===== src/rtl/rx_packet_buffer.sv =====
// rx_packet_buffer: packet-commit FIFO behind the USB receiver.
// Payload bytes are written speculatively while the USB CRC16 runs over them.
// A packet becomes readable only when it ends with the CRC residual and did not
// overflow. Bad, aborted or overflowing packets are rolled back. The two CRC
// bytes are stripped when a packet commits.
module rx_packet_buffer #(
    parameter int DEPTH = 64
) (
    input  logic                     clk,
    input  logic                     n_rst,
    input  logic                     packet_start,
    input  logic [7:0]               rx_byte,
    input  logic                     rx_byte_valid,
    input  logic                     packet_end,
    input  logic                     rx_error,
    input  logic                     r_enable,
    output logic [7:0]               r_data,
    output logic                     empty,
    output logic                     full,
    output logic [$clog2(DEPTH):0]   count,
    output logic                     pkt_ok,
    output logic                     pkt_bad
);

    localparam int AW = $clog2(DEPTH);
    localparam int CW = AW + 1;
    localparam logic [15:0] CRC_INIT     = 16'hFFFF;
    localparam logic [15:0] CRC_RESIDUAL = 16'h800D;

    typedef enum logic {
        ST_IDLE,
        ST_RECEIVE
    } state_t;

    state_t          state_reg, state_next;
    logic [15:0]     crc_reg, crc_next;
    logic [CW-1:0]   len_reg, len_next;
    logic            ovf_reg, ovf_next;
    logic [AW-1:0]   rptr_reg, rptr_next;
    logic [AW-1:0]   cptr_reg, cptr_next;
    logic [AW-1:0]   wptr_reg, wptr_next;
    logic [CW-1:0]   count_reg, count_next;
    logic            full_reg, full_next;
    logic            pkt_ok_reg, pkt_ok_next;
    logic            pkt_bad_reg, pkt_bad_next;

    // Working values for the byte/EOP path of one cycle.
    logic [15:0]     crc_tmp;
    logic [AW-1:0]   wptr_tmp;
    logic [CW-1:0]   len_tmp;
    logic            ovf_tmp;
    logic [CW-1:0]   commit_len;
    logic [CW-1:0]   occ_next;
    logic            rd_fire;
    logic            mem_we;

    logic [7:0]      mem [DEPTH];

    // USB CRC16 (poly 8005), one byte folded in LSB first.
    function automatic logic [15:0] crc16_byte(input logic [15:0] crc_in,
                                               input logic [7:0]  data);
        logic [15:0] c;
        logic        fb;
        c = crc_in;
        for (int i = 0; i < 8; i++) begin
            fb = data[i] ^ c[15];
            c  = {c[14:0], 1'b0} ^ (fb ? 16'h8005 : 16'h0000);
        end
        return c;
    endfunction

    // Next-state logic: read side, packet FSM, commit/rollback and occupancy.
    always_comb begin
        state_next   = state_reg;
        crc_next     = crc_reg;
        len_next     = len_reg;
        ovf_next     = ovf_reg;
        rptr_next    = rptr_reg;
        cptr_next    = cptr_reg;
        wptr_next    = wptr_reg;
        pkt_ok_next  = 1'b0;
        pkt_bad_next = 1'b0;
        mem_we       = 1'b0;
        commit_len   = '0;
        crc_tmp      = crc_reg;
        wptr_tmp     = wptr_reg;
        len_tmp      = len_reg;
        ovf_tmp      = ovf_reg;
        rd_fire      = r_enable && (count_reg != '0);

        if (rd_fire) begin
            rptr_next = rptr_reg + 1'b1;
        end

        case (state_reg)
            ST_IDLE: begin
                if (packet_start) begin
                    state_next = ST_RECEIVE;
                    crc_next   = CRC_INIT;
                    len_next   = '0;
                    ovf_next   = 1'b0;
                end
            end
            ST_RECEIVE: begin
                if (rx_error || packet_start) begin
                    // Abort: drop the speculative region; a new PID restarts at once.
                    wptr_next    = cptr_reg;
                    len_next     = '0;
                    pkt_bad_next = 1'b1;
                    if (packet_start) begin
                        crc_next = CRC_INIT;
                        ovf_next = 1'b0;
                    end else begin
                        state_next = ST_IDLE;
                    end
                end else begin
                    if (rx_byte_valid) begin
                        crc_tmp = crc16_byte(crc_reg, rx_byte);
                        if (!full_reg) begin
                            mem_we   = 1'b1;
                            wptr_tmp = wptr_reg + 1'b1;
                            if (len_reg != CW'(DEPTH)) begin
                                len_tmp = len_reg + 1'b1;
                            end
                        end else begin
                            ovf_tmp = 1'b1;
                        end
                    end
                    if (packet_end) begin
                        state_next = ST_IDLE;
                        len_next   = '0;
                        if (!ovf_tmp && (len_tmp >= CW'(2)) && (crc_tmp == CRC_RESIDUAL)) begin
                            // Commit everything except the trailing CRC bytes.
                            cptr_next   = wptr_tmp - AW'(2);
                            wptr_next   = wptr_tmp - AW'(2);
                            commit_len  = len_tmp - CW'(2);
                            pkt_ok_next = 1'b1;
                        end else begin
                            wptr_next    = cptr_reg;
                            pkt_bad_next = 1'b1;
                        end
                    end else begin
                        crc_next  = crc_tmp;
                        wptr_next = wptr_tmp;
                        len_next  = len_tmp;
                        ovf_next  = ovf_tmp;
                    end
                end
            end
            default: begin
                state_next = ST_IDLE;
            end
        endcase

        count_next = count_reg + commit_len - CW'(rd_fire);
        // Speculative length equals the bytes between cptr and wptr.
        occ_next   = count_next + len_next;
        full_next  = (occ_next == CW'(DEPTH));
    end

    // Control and pointer registers.
    always_ff @(posedge clk or negedge n_rst) begin
        if (!n_rst) begin
            state_reg   <= ST_IDLE;
            crc_reg     <= CRC_INIT;
            len_reg     <= '0;
            ovf_reg     <= 1'b0;
            rptr_reg    <= '0;
            cptr_reg    <= '0;
            wptr_reg    <= '0;
            count_reg   <= '0;
            full_reg    <= 1'b0;
            pkt_ok_reg  <= 1'b0;
            pkt_bad_reg <= 1'b0;
        end else begin
            state_reg   <= state_next;
            crc_reg     <= crc_next;
            len_reg     <= len_next;
            ovf_reg     <= ovf_next;
            rptr_reg    <= rptr_next;
            cptr_reg    <= cptr_next;
            wptr_reg    <= wptr_next;
            count_reg   <= count_next;
            full_reg    <= full_next;
            pkt_ok_reg  <= pkt_ok_next;
            pkt_bad_reg <= pkt_bad_next;
        end
    end

    // Payload storage; cleared on reset so r_data reads 0 while empty.
    always_ff @(posedge clk or negedge n_rst) begin
        if (!n_rst) begin
            for (int i = 0; i < DEPTH; i++) begin
                mem[i] <= '0;
            end
        end else if (mem_we) begin
            mem[wptr_reg] <= rx_byte;
        end
    end

    assign r_data  = mem[rptr_reg];
    assign empty   = (count_reg == '0);
    assign full    = full_reg;
    assign count   = count_reg;
    assign pkt_ok  = pkt_ok_reg;
    assign pkt_bad = pkt_bad_reg;

endmodule


===== config.mk =====
export PLATFORM = sky130hd
export DESIGN_NAME = rx_packet_buffer
export DESIGN_NICKNAME = d
export VERILOG_FILES = /design/src/rtl/rx_packet_buffer.sv
export SDC_FILE = /design/constraint.sdc
export NUM_CORES = 1
export LEC_CHECK = 0
export ABC_AREA = 1
export BUFFER_PORTS_ARGS = -buffer_cell sky130_fd_sc_hd__buf_2
export CAP_MARGIN = 25
export CORE_ASPECT_RATIO = 0.8
export CORE_MARGIN = 4
export CORE_UTILIZATION = 60
export CTS_BUF_LIST = sky130_fd_sc_hd__clkbuf_8
export DETAILED_ROUTE_END_ITERATION = 7
export PLACE_DENSITY = 0.76
export SLEW_MARGIN = 25
export SYNTH_ARGS = -nofsm -noshare
export SYNTH_HDL_FRONTEND = slang
export SYNTH_SLANG_ARGS = --single-unit

===== constraint.sdc =====
create_clock -name clk -period 5.8 [get_ports clk]
set_clock_uncertainty 0.1 [all_clocks]
set_input_delay 0.87 -clock clk [delete_from_list [all_inputs] [get_ports clk]]
set_output_delay 0.87 -clock clk [all_outputs]
set_load 0.02 [all_outputs]

==> impl_results.md <==
- Top-count cell post-synth: nand2_1
- Final setup margin: 0.5527 ns
- Share of cells above drive strength 1: 7.959%
- Post-cts sizing count: 0
- Syn-to-layout area delta: 8.019%
- CTS H-tree depth: 3
- Nets: 3205
- Overall Global Routing Usage: 31.83%
- Worst-path clk slew: 0.07 ns
- Max-slew violation count: 0
- Post-synthesis sequential area ratio: 53.25%
- CTS Buf Count: 89
- Status: finished clean
- Synth Area in Adders: 1.280%
- Startpoint Class: register
- Main combinational cell family by area after synthesis: compound AO/OA/AOI/OAI gates
- Setup Fix Bufs, Post-CTS: 0
- Post-Syn Nets: 3269
- DP Worst Slack: 0.2767 ns
- Worst setup path startpoint: rptr_reg[1]
- Crit share post-route: 90.47%
- Worst-Skew Late Latency: 0.70 ns
- Maximum clock path buffer count: 3
- Cell Area, Synth: 26590 um2
- Die area: 47760 um2
- Post-synthesis simple-gate area fraction: 18.89%
- Die width: 243.4 um
- Core area: 43480 um2
- # IOs: 34
- Final setup vio count: 0
- Die Y: 196.3 um
- ANT cells: 0
- Vias per cell: 6.086
- Routability congestion estimate: 0.8835
- First-pass GRT wire length: 121200 um
- YS warnings: 0
- I/O Buffers: 33
- Total congestion overflow: 0
- Post-DRT Antenna Nets: 0
- Crit-path max FO: 74
- Xor/xnor share of the synthesized area: 0.6589%
- CP bufs+invs: 3
- Rows: 68
- Design Area, Final: 28720 um2
- Maxcap violations: 0
- Worst path required time: 4.83 ns
- Pwr dens: 422.1 nW/um2
- Compound-Gate Fraction of Synth Area: 20.54%
- P_leak: 13.10 nW
- Number of synthesized flops with an enable pin: 0
- Hold Slack: 0.1393 ns
- Reg2reg start: len_reg[0]
- CP delay by family, top: buffers and inverters
- Initial antenna violation count: 0
- Largest net degree at the start of global routing: 179
- Root Driver: clkbuf_8
- Fmax: 190.6 MHz
- Drt initial violations: 2776
- # fillers: 3661
- Initial core utilization: 61.15%
- Yosys cell types: 41
- Synth cell count leaders: nand2_1 (811), o21ai_0 (805), dfrtp_1 (549), nor2_1 (300), clkbuf_1 (189)
- CTS tree: done
- Min-delay worst type: input pin to asynchronous set/reset pin
- Total Wirelength: 75900 um
- Largest register FFs: 512
- VDD IR max: 0.3033 mV
- Cells after Synth: 3228
- Post-synthesis area per instance: 8.236 um2
- Worst-Margin Slew: 1.055 ns
- Synth area leaders: dfrtp_1 (52%), o21ai_0 (15%), nand2_1 (11%)
- Post-layout util: 66.06%
- WL/cell: 19.85 um
- Placed Area: 26970 um2
- Post-Route Setup TNS: 0 ns
- Post-route minimum period: 5.247 ns
- Vias in the first global route: 21755
- Slowest library cell on the worst path: clkinv_2
- Hold Fails Final Rpt: 0
- Yosys reg bits: 565
- # hold bufs at CTS: 0
- Max-slew headroom: 29.65%
- Post-synthesis mux area share: 0%
- Area leader, netlist: dfrtp_1
- Endpoint class of the critical path: output pin
- Crit-path max cell delay: 0.84 ns
- Vias: 23273
- Hpwl dp: 45860 um
- FFs w/ async S/R, synth: 100.0%
- Residual DRC count: 0
- Most used DFF post-synth: dfrtp_1
- Worst setup path category: register to output pin
- Clock Sink Count: 565
- Drt first pass iters: 6
- RSZ-0062 raised after global routing: false
- Critical path arrival: 4.28 ns
- Synth top area share: 51.67%
- Cell Chain, Critical Path: clkinv_2 -> buf_12 -> o21ai_0 -> o22ai_1 -> o211ai_1 -> nand4_1 -> a32o_1 -> buf_2
worst register-to-register path: cells and delay by family, from the launching register on:
kind            cells  cell delay, ns
compound gates      3            0.63
fa+ha+maj           6            1.89
simple gates       13            1.47
flops               1            0.37
buf+inv             6            0.43
xor+xnor            1            0.11
cells by family (layout without fill, tap and decap cells):
| family | after synthesis | after routing |
|---|---|---|
| buf+inv | 362 | 363 |
| flops | 565 | 565 |
| fa+ha+maj | 26 | 26 |
| simple gates | 1244 | 1244 |
| xor+xnor | 20 | 20 |
| compound gates | 1011 | 1011 |
per-stage QoR:
step / instances / total power, W
4_1_cts: 3823 / 0.01207
3_3_place_gp: 3667 / 0.008711
5_1_grt: 3824 / 0.01278
2_1_floorplan: 3228 / 0.007268
3_5_place_dp: 3667 / 0.008787
6_report: 3824 / 0.01212
layer usage:
metal  vias up  track usage [%]  wire length [um]
li1      10757                -                 -
met1     11127            46.17             31970
met2      1168            47.15             33030
met3       221            7.352              8151
met4         0            12.18              2742
met5         -                0                 0
final timing paths:
| kind | cells past startpoint | slack (ns) | end |
|---|---|---|---|
| min in group clk | 2 | 0.38 | mem[308] |
| max in group asynchronous | 3 | 3.93 | mem[111] |
| setup / recovery | 8 | 0.55 | r_data[0] |
| setup reg to reg | 29 | 0.73 | full |
| hold reg to reg | 2 | 0.38 | mem[308] |
| hold / removal | 1 | 0.14 | mem[328] |
cell type report:
| class | count | area, um2 | share of cell area [%] |
|---|---|---|---|
| Clock buffer | 111 | 1528 | 5.320 |
| Clock inverter | 45 | 188.9 | 0.6579 |
| Inverter | 124 | 471.7 | 1.642 |
| Multi-Input combinational cell | 2301 | 11010 | 38.34 |
| Sequential cell | 565 | 14170 | 49.33 |
| Tap cell | 595 | 744.5 | 2.592 |
| Timing Repair Buffer | 83 | 608.1 | 2.117 |
power breakdown:
| part | switching, W | leakage [nW] | internal, W |
|---|---|---|---|
| registers | 0.000254 | 7.73 | 0.00415 |
| logic | 0.00311 | 4.36 | 0.00133 |
| clock network | 0.00158 | 1.01 | 0.00171 |
| total | 0.00494 | 13.1 | 0.00719 |
cell usage in the layout (no fill, tap or decap), types with 4 or more instances in the layout:
cell	instances
nand2_1	811
o21ai_0	805
dfrtp_1	547
nor2_1	299
inv_1	143
clkbuf_8	111
o22ai_1	89
nand3_1	59
o221ai_1	52
buf_4	46
nand4_1	40
buf_2	32
a21oi_1	27
ha_1	24
xor2_1	18
dfstp_2	16
o211ai_1	12
inv_2	11
a31oi_1	9
clkinv_2	8
nand3b_1	8
a32o_1	6
or2_2	5
nor4_4	5
nor2_2	4
nor3_1	4
Note: power is estimated with default switching activity, not from simulation.
